<file path="src/rtl/dmux_pkg.sv">
// Shared definitions for the stream demultiplexer: select-width helper and
// the two-state stage encoding.
package dmux_pkg;

  // Stage register occupancy: EMPTY holds nothing, HOLD offers a beat.
  typedef enum logic {
    ST_EMPTY = 1'b0,
    ST_HOLD  = 1'b1
  } state_t;

  // Width of a binary channel index; never narrower than one bit.
  function automatic int sel_width(input int n);
    int w;
    w = $clog2(n);
    return (w < 1) ? 1 : w;
  endfunction

endpackage

</file>
<file path="src/rtl/dmux_decode.sv">
// Binary-to-one-hot channel decoder with an out-of-range flag for
// select values that name a channel that does not exist.
module dmux_decode
  import dmux_pkg::*;
#(
  parameter int N = 8,
  localparam int SELW = sel_width(N)
) (
  input  logic [SELW-1:0] sel,
  output logic [N-1:0]    onehot,
  output logic            oor
);

  // Set the bit matching sel; no match means the index is out of range.
  always_comb begin
    // NOTE: every output gets a default first so no path leaves it unassigned (no latch).
    onehot = '0;
    oor    = 1'b1;
    for (int i = 0; i < N; i++) begin
      if (sel == SELW'(i)) begin
        onehot[i] = 1'b1;
        oor       = 1'b0;
      end
    end
  end

endmodule

</file>
<file path="src/rtl/dmux_stream_router.sv">
// One-beat stream demultiplexer. A beat is held in a stage register with a
// per-channel pending mask; unicast targets one channel, broadcast targets
// all, and each channel drains its own bit independently. A new beat can be
// loaded in the same cycle the last pending bit clears.
module dmux_stream_router
  import dmux_pkg::*;
#(
  parameter int WIDTH = 8,
  parameter int N     = 8,
  localparam int SELW = sel_width(N)
) (
  input  logic             clk,
  input  logic             rst_n,
  input  logic             in_valid,
  output logic             in_ready,
  input  logic [WIDTH-1:0] in_data,
  input  logic [SELW-1:0]  in_sel,
  input  logic             in_bcast,
  output logic [N-1:0]     out_valid,
  input  logic [N-1:0]     out_ready,
  output logic [WIDTH-1:0] out_data,
  output logic             err_drop
);

  state_t           state;
  logic [N-1:0]     pending;
  logic [WIDTH-1:0] data;

  logic             full;
  logic [N-1:0]     remaining;
  logic [N-1:0]     uni_mask;
  logic             sel_oor;
  logic             accept;
  logic             load;
  logic             drop;

  dmux_decode #(.N(N)) u_decode (
    .sel    (in_sel),
    .onehot (uni_mask),
    .oor    (sel_oor)
  );

  // Handshake bookkeeping; out_ready may reach in_ready, but nothing on the
  // input side reaches the outputs except through the stage register.
  always_comb begin
    full      = (state == ST_HOLD);
    remaining = pending & ~out_ready;
    in_ready  = !full || (remaining == '0);
    accept    = in_valid && in_ready;
    load      = accept && (in_bcast || !sel_oor);
    drop      = accept && !in_bcast && sel_oor;
    out_valid = full ? pending : '0;
    out_data  = data;
  end

  // Stage register: load a new beat, otherwise retire handshaken channels.
  always_ff @(posedge clk or negedge rst_n) begin
    if (!rst_n) begin
      state    <= ST_EMPTY;
      pending  <= '0;
      data     <= '0;
      err_drop <= 1'b0;
    end else begin
      // NOTE: non-blocking assignments so every register updates from pre-edge values.
      err_drop <= drop;
      if (load) begin
        state   <= ST_HOLD;
        pending <= in_bcast ? {N{1'b1}} : uni_mask;
        data    <= in_data;
      end else if (full) begin
        pending <= remaining;
        if (remaining == '0) begin
          state <= ST_EMPTY;
        end
      end
    end
  end

endmodule

</file>
<file path="config.mk">
export PLATFORM = sky130hd
export DESIGN_NAME = dmux_stream_router
export DESIGN_NICKNAME = d
export VERILOG_FILES = /design/src/rtl/dmux_pkg.sv /design/src/rtl/dmux_decode.sv /design/src/rtl/dmux_stream_router.sv
export SDC_FILE = /design/constraint.sdc
export NUM_CORES = 1
export LEC_CHECK = 0
export BUFFER_PORTS_ARGS = -buffer_cell sky130_fd_sc_hd__buf_4
export CAP_MARGIN = 20
export CORE_MARGIN = 3
export CORE_UTILIZATION = 49
export CTS_BUF_LIST = sky130_fd_sc_hd__clkbuf_4
export CTS_CLUSTER_DIAMETER = 100
export CTS_CLUSTER_SIZE = 8
export DETAILED_ROUTE_END_ITERATION = 10
export GPL_TIMING_DRIVEN = 0
export PLACE_DENSITY = 0.87
export SLEW_MARGIN = 20
export SYNTH_ARGS = -nofsm -noshare
export SYNTH_HDL_FRONTEND = slang
export SYNTH_SLANG_ARGS = --single-unit
</file>
<file path="constraint.sdc">
create_clock -name clk -period 1.7 [get_ports clk]
set_input_delay 0.17 -clock clk [delete_from_list [all_inputs] [get_ports clk]]
set_output_delay 0.17 -clock clk [all_outputs]
set_load 0.05 [all_outputs]
</file>
==> results_dict.tcl <==
set metrics [dict create \
    outcome "complete, no violations" \
    io-pin-count 41 \
    hold_class "in2reg" \
    grt_pass1_vias 1078 \
    p_int_w 0.00166 \
    yosysMostFrequentCell "nand2_1" \
    drt_iter0_drc 21 \
    seq_area_frac_synth 0.388 \
    nNetsFinal 197 \
    antenna_cells 0 \
    rows 16 \
    die_w_um 54.7 \
    grt_overflow 0 \
    cts-root-buf "clkbuf_4" \
    switching_share 0.529 \
    clock_latency_ps 290 \
    start_kind "flip-flop" \
    drc_errors 0 \
    power.leakage_nw 0.725 \
    cts_made_buffers 3 \
    grt_antenna_before_repair 0 \
    antenna_left 0 \
    yosysTopAreaCell "dfrtp_1" \
    syn_area_mm2 0.00116 \
    maxCapViolCount 0 \
    synth_top_area_frac 0.388 \
    firstDrtPassIters 4 \
    fin_skew_ps 3.59 \
    synthCells 123 \
    peakVddDrop_mv 1.70 \
    dp_slack_ps 53.8 \
    place.gp.congestion 0.884 \
    drive_above_1_share 0.401 \
    synth_fp_nets 146 \
    ys.flop_type "dfrtp_1" \
    clock-sinks 18 \
    yosysWarnings 0 \
    cts_tree "done" \
    die_height_um 54.7 \
    power_switching_w 0.00186 \
    report.final.setup_viol 0 \
    synth_area_leaders "dfrtp_1, o211ai_1, nand2_1, o211ai_2, o2111ai_4" \
    p_clk_frac 0.059 \
    crit_path_top_delay_cell "dfrtp_1" \
    synth_seq_cells 18 \
    clk_pin_slew_worst_paths_ps 100 \
    hold_slack_ps 159 \
    max_stage_delay_ps 420 \
    arrival_ps 1450 \
    clock_path_buffers 2 \
    routed-via-count 1140 \
    htree_levels 1 \
    rsz0062_at_grt "false" \
    async_reset_ff_frac 1.00 \
    dp_hpwl_um 2270 \
    grt_usage 0.238 \
    critPathKind "reg2out" \
    grt_max_degree 19 \
    wire_per_inst_um 15.6 \
    finalMaxSlewViolations 0 \
    worstPathCellList "nand2b_2, o2111ai_4, o21a_1, buf_6, inv_4, buf_8" \
    period_minus_slack_ps 1620 \
    cp.required_ps 1530 \
    grt_pass1_wl_um 4970 \
    ys_types 25 \
    wl_um 3100 \
    combPwrFrac 0.708 \
    coreArea_mm2 0.00210 \
    post_synth_most_frequent_cells "nand2_1, dfrtp_1, o211ai_1, and2_1" \
    hold_viol_final 0 \
    avgSynthCellArea_um2 9.43 \
    synth_edf_count 0 \
    postLayoutSetupSlackWorst_ps 79.0 \
    fmax_mhz 617 \
    dieArea_mm2 0.00299 \
    start_util 0.552 \
    vias_per_cell 5.73 \
    fin_tns_setup_ps 0 \
    p_per_area_mw_per_mm2 2250 \
    cp_max_fo 3 \
    io_buffers 38 \
    fill_cells 169 \
    period_share 0.954 \
    seq_power_share 0.232 \
    syn2layout_area_growth_pct 34.7 \
    worst_setup_path_end_kind "output port" \
]
-- logic make-up after synthesis --
kind of cell,Yosys count,share of synthesized area
simple gates,45,0.193
compound gates,43,0.330
flops,18,0.388
buf+inv,16,0.0852
other cells,1,0.00323
-- state kept, by name, indices dropped and copies added, names as in the netlist --
signal and cells:
err_drop 1, full 1, pending 8, out_data 8
-- power groups by stage --
stage | clock network (W) | logic, W | registers, W
5_1_grt | 0.000233 | 0.00266 | 0.000841
3_5_place_dp | 0 | 0.00234 | 0.000821
4_1_cts | 0.000216 | 0.00243 | 0.000811
2_1_floorplan | 0 | 0.00140 | 0.00113
6_report | 0.000208 | 0.00250 | 0.000819
3_3_place_gp | 0 | 0.00229 | 0.000802
-- path summary, 6_finish.rpt --
path,start,endpoint,slack [ps],depth (start not counted)
worst max-delay path,pending[6],in_ready,80,6
worst min-delay path,in_data[6],out_data[6],160,3
worst max register to register,pending[6],pending[5],210,6
worst min register to register,out_data[5],out_data[5],540,2
max in group asynchronous,rst_n,pending[3],1220,2
min in group asynchronous,rst_n,pending[1],280,2
-- what timing repair did --
item	4_1_cts	5_1_grt
endpoints found under the setup margin	1	9
setup buffers	5	3
hold endpoints to repair	18	0
pin swaps	3	2
hold buffers	1	0
resized for setup	3	4
-- critical path, delay by kind of cell (launching register included) --
| family | cells | cell delay (ps) |
|---|---|---|
| buf+inv | 3 | 290 |
| simple gates | 1 | 100 |
| flops | 1 | 420 |
| compound gates | 2 | 340 |
-- cell type report --
class                   instances  area, um^2  area share
inverters                       6        25.0      0.0160
repair buffers                 47         363       0.232
flip-flops and latches         18         450       0.288
plain buffers                   9        57.6      0.0368
multi-input cells              89         611       0.391
clock buffers                   3        22.5      0.0144
well taps                      27        33.8      0.0216
-- metrics by stage --
step	total power, W	area (um^2)	util	instances
after global routing	0.00374	1560	0.743	199
after global placement	0.00309	1480	0.704	188
after CTS	0.00345	1540	0.731	196
after floorplan	0.00253	1160	-	123
final	0.00352	1560	0.743	199
after detailed placement	0.00316	1480	0.704	188
-- cell usage in the layout, fill, tap and decap left out --
cell,Yosys,routed
o2111ai_4,2,2
and2_1,8,8
conb_1,1,1
nand2b_1,2,2
buf_6,1,1
nor3_1,2,2
clkbuf_1,5,4
buf_8,0,1
or2_1,1,1
inv_4,0,1
nand2b_2,3,3
a31oi_1,3,3
inv_1,6,4
o21a_1,1,1
buf_4,0,45
clkbuf_2,0,1
o31ai_2,1,1
inv_2,0,1
o21ai_2,3,3
o21ai_0,3,3
dfrtp_1,18,18
o211ai_2,6,6
nand2b_4,1,1
a21oi_1,2,2
nor2_1,3,3
clkbuf_4,0,3
nand2_1,25,25
dlygate4sd1_1,3,3
o211ai_1,18,18
dlygate4sd3_1,0,1
o31ai_1,4,4
-- routing by layer --
layer / GRT usage / up-vias / share of wire
li1: - / 539 / -
met1: 0.282 / 555 / 0.41
met2: 0.413 / 44 / 0.53
met3: 0.0436 / 2 / 0.057
met4: 0.108 / 0 / 0.0032
met5: 0 / - / 0
No activity file was read; power rests on OpenSTA's default activity.
